## src/rtl/wb_master_port.sv

```systemverilog
// wb_master_port: single-outstanding classic Wishbone initiator.
// A client request (valid/ready) becomes one Wishbone cycle. The cycle ends on
// err_i, ack_i or rty_i (in that priority). A retried cycle is reissued after a
// one-cycle gap, up to MAX_RETRY extra attempts. The result comes back on a
// valid/ready response channel with a 2-bit status code.
// Optional feature: define WB_MASTER_TIMEOUT_EN to abort a cycle that has had
// no termination for TIMEOUT_CYCLES cycles (status 11).
module wb_master_port #(
    parameter int ADDR_WIDTH     = 32,
    parameter int DATA_WIDTH     = 32,
    parameter int MAX_RETRY      = 3,
    parameter int TIMEOUT_CYCLES = 255
) (
    input  logic                    clk_bus,
    input  logic                    rst_bus,
    // client request channel
    input  logic                    req_valid,
    output logic                    req_ready,
    input  logic                    req_we,
    input  logic [ADDR_WIDTH-1:0]   req_adr,
    input  logic [DATA_WIDTH-1:0]   req_dat,
    input  logic [DATA_WIDTH/8-1:0] req_sel,
    // client response channel
    output logic                    resp_valid,
    input  logic                    resp_ready,
    output logic [DATA_WIDTH-1:0]   resp_dat,
    output logic [1:0]              resp_code,
    // Wishbone initiator side
    output logic                    cyc_o,
    output logic                    stb_o,
    output logic                    we_o,
    output logic [ADDR_WIDTH-1:0]   adr_o,
    output logic [DATA_WIDTH-1:0]   dat_o,
    output logic [DATA_WIDTH/8-1:0] sel_o,
    input  logic [DATA_WIDTH-1:0]   dat_i,
    input  logic                    ack_i,
    input  logic                    err_i,
    input  logic                    rty_i
);

    localparam int SEL_WIDTH = DATA_WIDTH / 8;

    localparam logic [1:0] CODE_OK  = 2'b00;
    localparam logic [1:0] CODE_ERR = 2'b01;
    localparam logic [1:0] CODE_RTY = 2'b10;

    localparam logic [3:0] MAX_RETRY_C = 4'(MAX_RETRY);

    typedef enum logic [1:0] {
        ST_IDLE    = 2'd0,
        ST_BUS     = 2'd1,
        ST_BACKOFF = 2'd2,
        ST_RESP    = 2'd3
    } state_t;

    state_t                  state_reg, state_next;
    logic [3:0]              retry_cnt_reg, retry_cnt_next;

    logic                    req_ready_reg, req_ready_next;
    logic                    resp_valid_reg, resp_valid_next;
    logic [DATA_WIDTH-1:0]   resp_dat_reg, resp_dat_next;
    logic [1:0]              resp_code_reg, resp_code_next;

    logic                    cyc_reg, stb_reg, cyc_next;
    logic                    we_reg, we_next;
    logic [ADDR_WIDTH-1:0]   adr_reg, adr_next;
    logic [DATA_WIDTH-1:0]   dat_reg, dat_next;
    logic [SEL_WIDTH-1:0]    sel_reg, sel_next;

    // read data returned on ack: slave data for reads, zero for writes
    logic [DATA_WIDTH-1:0]   ack_rdata;

    // wait-counter control from the FSM; only consumed when timeout is built
    logic                    wait_clr;
    logic                    wait_inc;
    logic                    timeout_hit;

    // Per byte lane: forward slave data on reads, force zero on writes.
    genvar gi;
    generate
        for (gi = 0; gi < SEL_WIDTH; gi = gi + 1) begin : g_lane
            assign ack_rdata[gi*8 +: 8] = we_reg ? 8'h00 : dat_i[gi*8 +: 8];
        end
    endgenerate

`ifdef WB_MASTER_TIMEOUT_EN
    localparam logic [1:0]  CODE_TMO     = 2'b11;
    localparam logic [15:0] TIMEOUT_LAST = 16'(TIMEOUT_CYCLES - 1);

    logic [15:0] wait_cnt_reg, wait_cnt_next;

    // The current BUS cycle is the last one allowed without termination.
    assign timeout_hit = (wait_cnt_reg == TIMEOUT_LAST);

    // Count unterminated BUS cycles; restart on every entry to BUS.
    always_comb begin
        wait_cnt_next = wait_cnt_reg;
        if (wait_clr) begin
            wait_cnt_next = 16'd0;
        end else if (wait_inc) begin
            wait_cnt_next = wait_cnt_reg + 16'd1;
        end
    end

    // Wait counter register.
    always_ff @(posedge clk_bus or posedge rst_bus) begin
        if (rst_bus) begin
            wait_cnt_reg <= 16'd0;
        end else begin
            wait_cnt_reg <= wait_cnt_next;
        end
    end
`else
    // Without the timeout the bus waits indefinitely for a termination.
    assign timeout_hit = 1'b0;

    logic unused_timeout;
    assign unused_timeout = wait_clr ^ wait_inc ^ (^TIMEOUT_CYCLES);
`endif

    // Next-state and registered-output logic of the transfer FSM.
    always_comb begin
        state_next      = state_reg;
        retry_cnt_next  = retry_cnt_reg;
        req_ready_next  = req_ready_reg;
        resp_valid_next = resp_valid_reg;
        resp_dat_next   = resp_dat_reg;
        resp_code_next  = resp_code_reg;
        cyc_next        = cyc_reg;
        we_next         = we_reg;
        adr_next        = adr_reg;
        dat_next        = dat_reg;
        sel_next        = sel_reg;
        wait_clr        = 1'b0;
        wait_inc        = 1'b0;

        unique case (state_reg)
            ST_IDLE: begin
                // req_ready is 0 only on the first edge after reset release
                req_ready_next = 1'b1;
                if (req_valid && req_ready_reg) begin
                    we_next        = req_we;
                    adr_next       = req_adr;
                    dat_next       = req_dat;
                    sel_next       = req_sel;
                    retry_cnt_next = 4'd0;
                    cyc_next       = 1'b1;
                    req_ready_next = 1'b0;
                    wait_clr       = 1'b1;
                    state_next     = ST_BUS;
                end
            end

            ST_BUS: begin
                if (err_i) begin
                    cyc_next        = 1'b0;
                    resp_valid_next = 1'b1;
                    resp_dat_next   = '0;
                    resp_code_next  = CODE_ERR;
                    state_next      = ST_RESP;
                end else if (ack_i) begin
                    cyc_next        = 1'b0;
                    resp_valid_next = 1'b1;
                    resp_dat_next   = ack_rdata;
                    resp_code_next  = CODE_OK;
                    state_next      = ST_RESP;
                end else if (rty_i) begin
                    cyc_next = 1'b0;
                    if (retry_cnt_reg < MAX_RETRY_C) begin
                        retry_cnt_next = retry_cnt_reg + 4'd1;
                        state_next     = ST_BACKOFF;
                    end else begin
                        resp_valid_next = 1'b1;
                        resp_dat_next   = '0;
                        resp_code_next  = CODE_RTY;
                        state_next      = ST_RESP;
                    end
                end else if (timeout_hit) begin
`ifdef WB_MASTER_TIMEOUT_EN
                    cyc_next        = 1'b0;
                    resp_valid_next = 1'b1;
                    resp_dat_next   = '0;
                    resp_code_next  = CODE_TMO;
                    state_next      = ST_RESP;
`endif
                end else begin
                    wait_inc = 1'b1;
                end
            end

            ST_BACKOFF: begin
                // one idle bus cycle, then reissue the same latched request
                cyc_next   = 1'b1;
                wait_clr   = 1'b1;
                state_next = ST_BUS;
            end

            ST_RESP: begin
                if (resp_ready) begin
                    resp_valid_next = 1'b0;
                    resp_dat_next   = '0;
                    resp_code_next  = CODE_OK;
                    req_ready_next  = 1'b1;
                    state_next      = ST_IDLE;
                end
            end

            default: begin
                cyc_next        = 1'b0;
                resp_valid_next = 1'b0;
                req_ready_next  = 1'b0;
                state_next      = ST_IDLE;
            end
        endcase
    end

    // State and output registers; reset drops any cycle and pending response.
    always_ff @(posedge clk_bus or posedge rst_bus) begin
        if (rst_bus) begin
            state_reg      <= ST_IDLE;
            retry_cnt_reg  <= 4'd0;
            req_ready_reg  <= 1'b0;
            resp_valid_reg <= 1'b0;
            resp_dat_reg   <= '0;
            resp_code_reg  <= 2'b00;
            cyc_reg        <= 1'b0;
            stb_reg        <= 1'b0;
            we_reg         <= 1'b0;
            adr_reg        <= '0;
            dat_reg        <= '0;
            sel_reg        <= '0;
        end else begin
            state_reg      <= state_next;
            retry_cnt_reg  <= retry_cnt_next;
            req_ready_reg  <= req_ready_next;
            resp_valid_reg <= resp_valid_next;
            resp_dat_reg   <= resp_dat_next;
            resp_code_reg  <= resp_code_next;
            cyc_reg        <= cyc_next;
            stb_reg        <= cyc_next;
            we_reg         <= we_next;
            adr_reg        <= adr_next;
            dat_reg        <= dat_next;
            sel_reg        <= sel_next;
        end
    end

    assign req_ready  = req_ready_reg;
    assign resp_valid = resp_valid_reg;
    assign resp_dat   = resp_dat_reg;
    assign resp_code  = resp_code_reg;
    assign cyc_o      = cyc_reg;
    assign stb_o      = stb_reg;
    assign we_o       = we_reg;
    assign adr_o      = adr_reg;
    assign dat_o      = dat_reg;
    assign sel_o      = sel_reg;

endmodule

```

## config.mk

```make
export PLATFORM = sky130hd
export DESIGN_NAME = wb_master_port
export DESIGN_NICKNAME = d
export VERILOG_FILES = /design/src/rtl/wb_master_port.sv
export SDC_FILE = /design/constraint.sdc
export NUM_CORES = 1
export LEC_CHECK = 0
export CAP_MARGIN = 20
export CORE_ASPECT_RATIO = 1.75
export CORE_MARGIN = 5
export CORE_UTILIZATION = 41
export CTS_CLUSTER_SIZE = 14
export DETAILED_ROUTE_END_ITERATION = 16
export GPL_TIMING_DRIVEN = 0
export PLACE_DENSITY = 0.9
export SETUP_SLACK_MARGIN = 0.1
export SYNTH_ARGS = -nofsm -noshare
export SYNTH_HDL_FRONTEND = slang
export SYNTH_SLANG_ARGS = --single-unit
```

## constraint.sdc

```tcl
create_clock -name clk_bus -period 4.3 [get_ports clk_bus]
set_input_delay 0.86 -clock clk_bus [delete_from_list [all_inputs] [get_ports clk_bus]]
set_output_delay 0.86 -clock clk_bus [all_outputs]
set_load 0.05 [all_outputs]
```

==> impl_metrics.toml <==
[finish]
stdcell_area_um2 = 7060
layout-drive-gt1-share_pct = 22.5
diodes = 0
area_delta_synth_final_pct = 59.7
fill_cells = 796
final_nets = 624

[clock_tree]
cts_tree = "built"
clk-insertion-delay-late_ns = 0.34
clkSlewWorstSetupHoldPaths_ns = 0.07
hold_buffers = 0
htreeDepth = 3
clock-sinks = 112
cts_root_buffer = "clkbuf_16"
post_cts_buffers = 0
numCtsBuffers = 9
cts_buffer_depth = 2
post_cts_resized = 0

[die]
rows = 50
ios = 215
start_util_pct = 41.6
core_area_um2 = 10600
dieArea_um2 = 13000
die_x_um = 88.5
fp.dieH_um = 147

[sta]
fin_hold_ws_ns = 0.507
finalCritPeriodShare_pct = 57.9
slew_violations = 0
setup_violations = 0
fmax_ghz = 0.402
max_slew_margin_pct = 56.8
period_needed_ns = 2.49
fin_skew_ns = 0.00937
rsz0062_at_grt = "no"
final_hold_viol_count = 0
worstMarginPinSlew_ns = 0.647

[synthesis]
syn_nets = 398
ys_seq_elements = 112
ys_seq_area_share_pct = 63.4
yosysWarningCount = 0
synth_area_per_cell_um2 = 15.3
synthDistinctLibCells = 32
syn_area_um2 = 4420
syn_inst = 289

[global_routing]
gr-total-overflow = 0
met2_usage_pct = 36.7
grt_use_met1_pct = 20.8
grt_busiest_layer = "met2"
grt_max_degree = 64
grt_pass1_vias = 3594
grt_pass1_wl_um = 19300
track_usage_pct = 19.4
met3_usage_pct = 3.07
antenna_found_initial = 0

[power]
peakVddDrop_v = 0.000536
power.leakage_nw = 3.05
powerDensity_nw_per_um2 = 861

[route]
vias = 3269
drt-total-wl_um = 12600
postRouteAntennaNets = 0
drcViolationCount = 0
viasPerCell = 5.03
dr.pass1.iters = 5
first_iter_violations = 72
wl_per_cell_um = 19.4

[worst_setup_path]
crit_fanout = 4
critPathRequiredTime_ns = 3.44
critPathKind = "register to output port"
crit_arrival_ns = 1.63
cp-start-kind = "register"
cp-end-kind = "output port"

[placement]
dp_hpwl_um = 10100
gp_congestion = 0.773
placed_cell_area_um2 = 6760
port_buffers = 214

[run_status]
status = "finished clean"

[run]
maxCapViolCount = 0

[min_path]
min_path_type = "register to register"
[critical path, cell delays in order (launching register included)]
cell and delay (ns):
dfrtp_1 0.39, buf_4 0.12, clkdlybuf4s50_1 0.79
[metal layers]
layer,wire length (µm),vias up
li1,-,1490
met1,4220,1614
met2,7300,145
met3,717,20
met4,347,0
met5,0,-
[cells by family (layout without fill, tap and decap cells)]
group	after synthesis	after routing	synth area share (%)
flops	112	112	63.4
fa+ha+maj	1	1	0.283
simple gates	36	36	4.95
compound gates	35	35	6.31
mux	81	81	21.0
buf+inv	24	255	4.05
[cell usage after synthesis, drive strengths merged]
cell type	instances	area share, %
dfrtp	112	63
mux2i	1	0.23
o32a	1	0.23
and4	1	0.20
o21ai	2	0.23
inv	5	0.42
buf	17	3.5
nor2b	5	0.71
nand4	2	0.28
mux2	80	21
a21oi	5	0.57
or3	1	0.14
and4bb	1	0.28
nand3	2	0.23
a22o	23	4.6
ha	1	0.28
nor3	3	0.45
nor2	1	0.085
clkbuf	2	0.17
a22oi	1	0.17
a32o	1	0.23
o22ai	1	0.14
and3	10	1.4
a31o	1	0.20
nor3b	2	0.34
nand2	6	0.51
nand3b	1	0.17
and2	1	0.14
[final timing paths]
| kind | startpoint | endpoint | slack, ns | cells past startpoint |
|---|---|---|---|---|
| max in group asynchronous | rst_bus | resp_dat[10] | 2.62 | 3 |
| worst min register to register | adr_o[13] | adr_o[13] | 0.51 | 1 |
| worst max register to register | retry_cnt_reg[0] | resp_dat[21] | 2.34 | 6 |
| worst min-delay path | adr_o[13] | adr_o[13] | 0.51 | 1 |
| min in group asynchronous | rst_bus | dat_o[7] | 0.96 | 2 |
| worst max-delay path | stb_o | stb_o | 1.81 | 2 |
[layout make-up]
type                            count  area, µm²  share of cell area [%]
Sequential cell                   112       2800                    39.7
Timing Repair Buffer              215       2170                    30.7
Multi-Input combinational cell    153       1440                    20.4
Clock buffer                       10        229                    3.24
Tap cell                          130        163                    2.30
Buffer                             19        160                    2.27
Clock inverter                      6       75.1                    1.06
Inverter                            5       21.3                   0.301
[layout by cell type (no fill, tap or decap), types with 2 or more instances in the layout]
| cell | netlist | layout |
|---|---|---|
| o21ai_0 | 2 | 2 |
| buf_4 | 2 | 2 |
| buf_2 | 5 | 5 |
| a21oi_1 | 5 | 5 |
| mux2_4 | 5 | 5 |
| clkbuf_1 | 2 | 3 |
| clkbuf_16 | 0 | 9 |
| nor3_1 | 2 | 2 |
| clkdlybuf4s50_1 | 0 | 214 |
| nor2b_1 | 5 | 5 |
| nand3_1 | 2 | 2 |
| nand2_1 | 6 | 6 |
| clkinv_4 | 0 | 2 |
| inv_1 | 5 | 4 |
| dfrtp_1 | 112 | 112 |
| mux2_2 | 75 | 75 |
| and3_1 | 10 | 10 |
| buf_6 | 10 | 10 |
| nand4_1 | 2 | 2 |
| nor3b_1 | 2 | 2 |
| a22o_1 | 23 | 23 |
[power breakdown]
group          leakage (nW)  total (mW)  switching [mW]  internal, mW
Combinational          1.51        3.50            2.17          1.33
Sequential             1.40        1.74           0.246          1.50
Clock                 0.145       0.840           0.379         0.461
Total                  3.05        6.08            2.80          3.28
[metrics by stage]
stage | setup TNS, ns | power (mW) | utilization [%] | setup slack [ns] | instances
after detailed placement | 0 | 5.30 | 63.5 | 1.70 | 634
after CTS | 0 | 6.15 | 66.4 | 1.79 | 650
after floorplan | 0 | 4.04 | - | 0.481 | 289
final | 0 | 6.08 | 66.4 | 1.81 | 650
after global routing | 0 | 6.35 | 66.4 | 1.74 | 650
after global placement | -103.78 | 5.18 | 63.2 | -0.936 | 633
No activity file was read; power rests on OpenSTA's default activity.
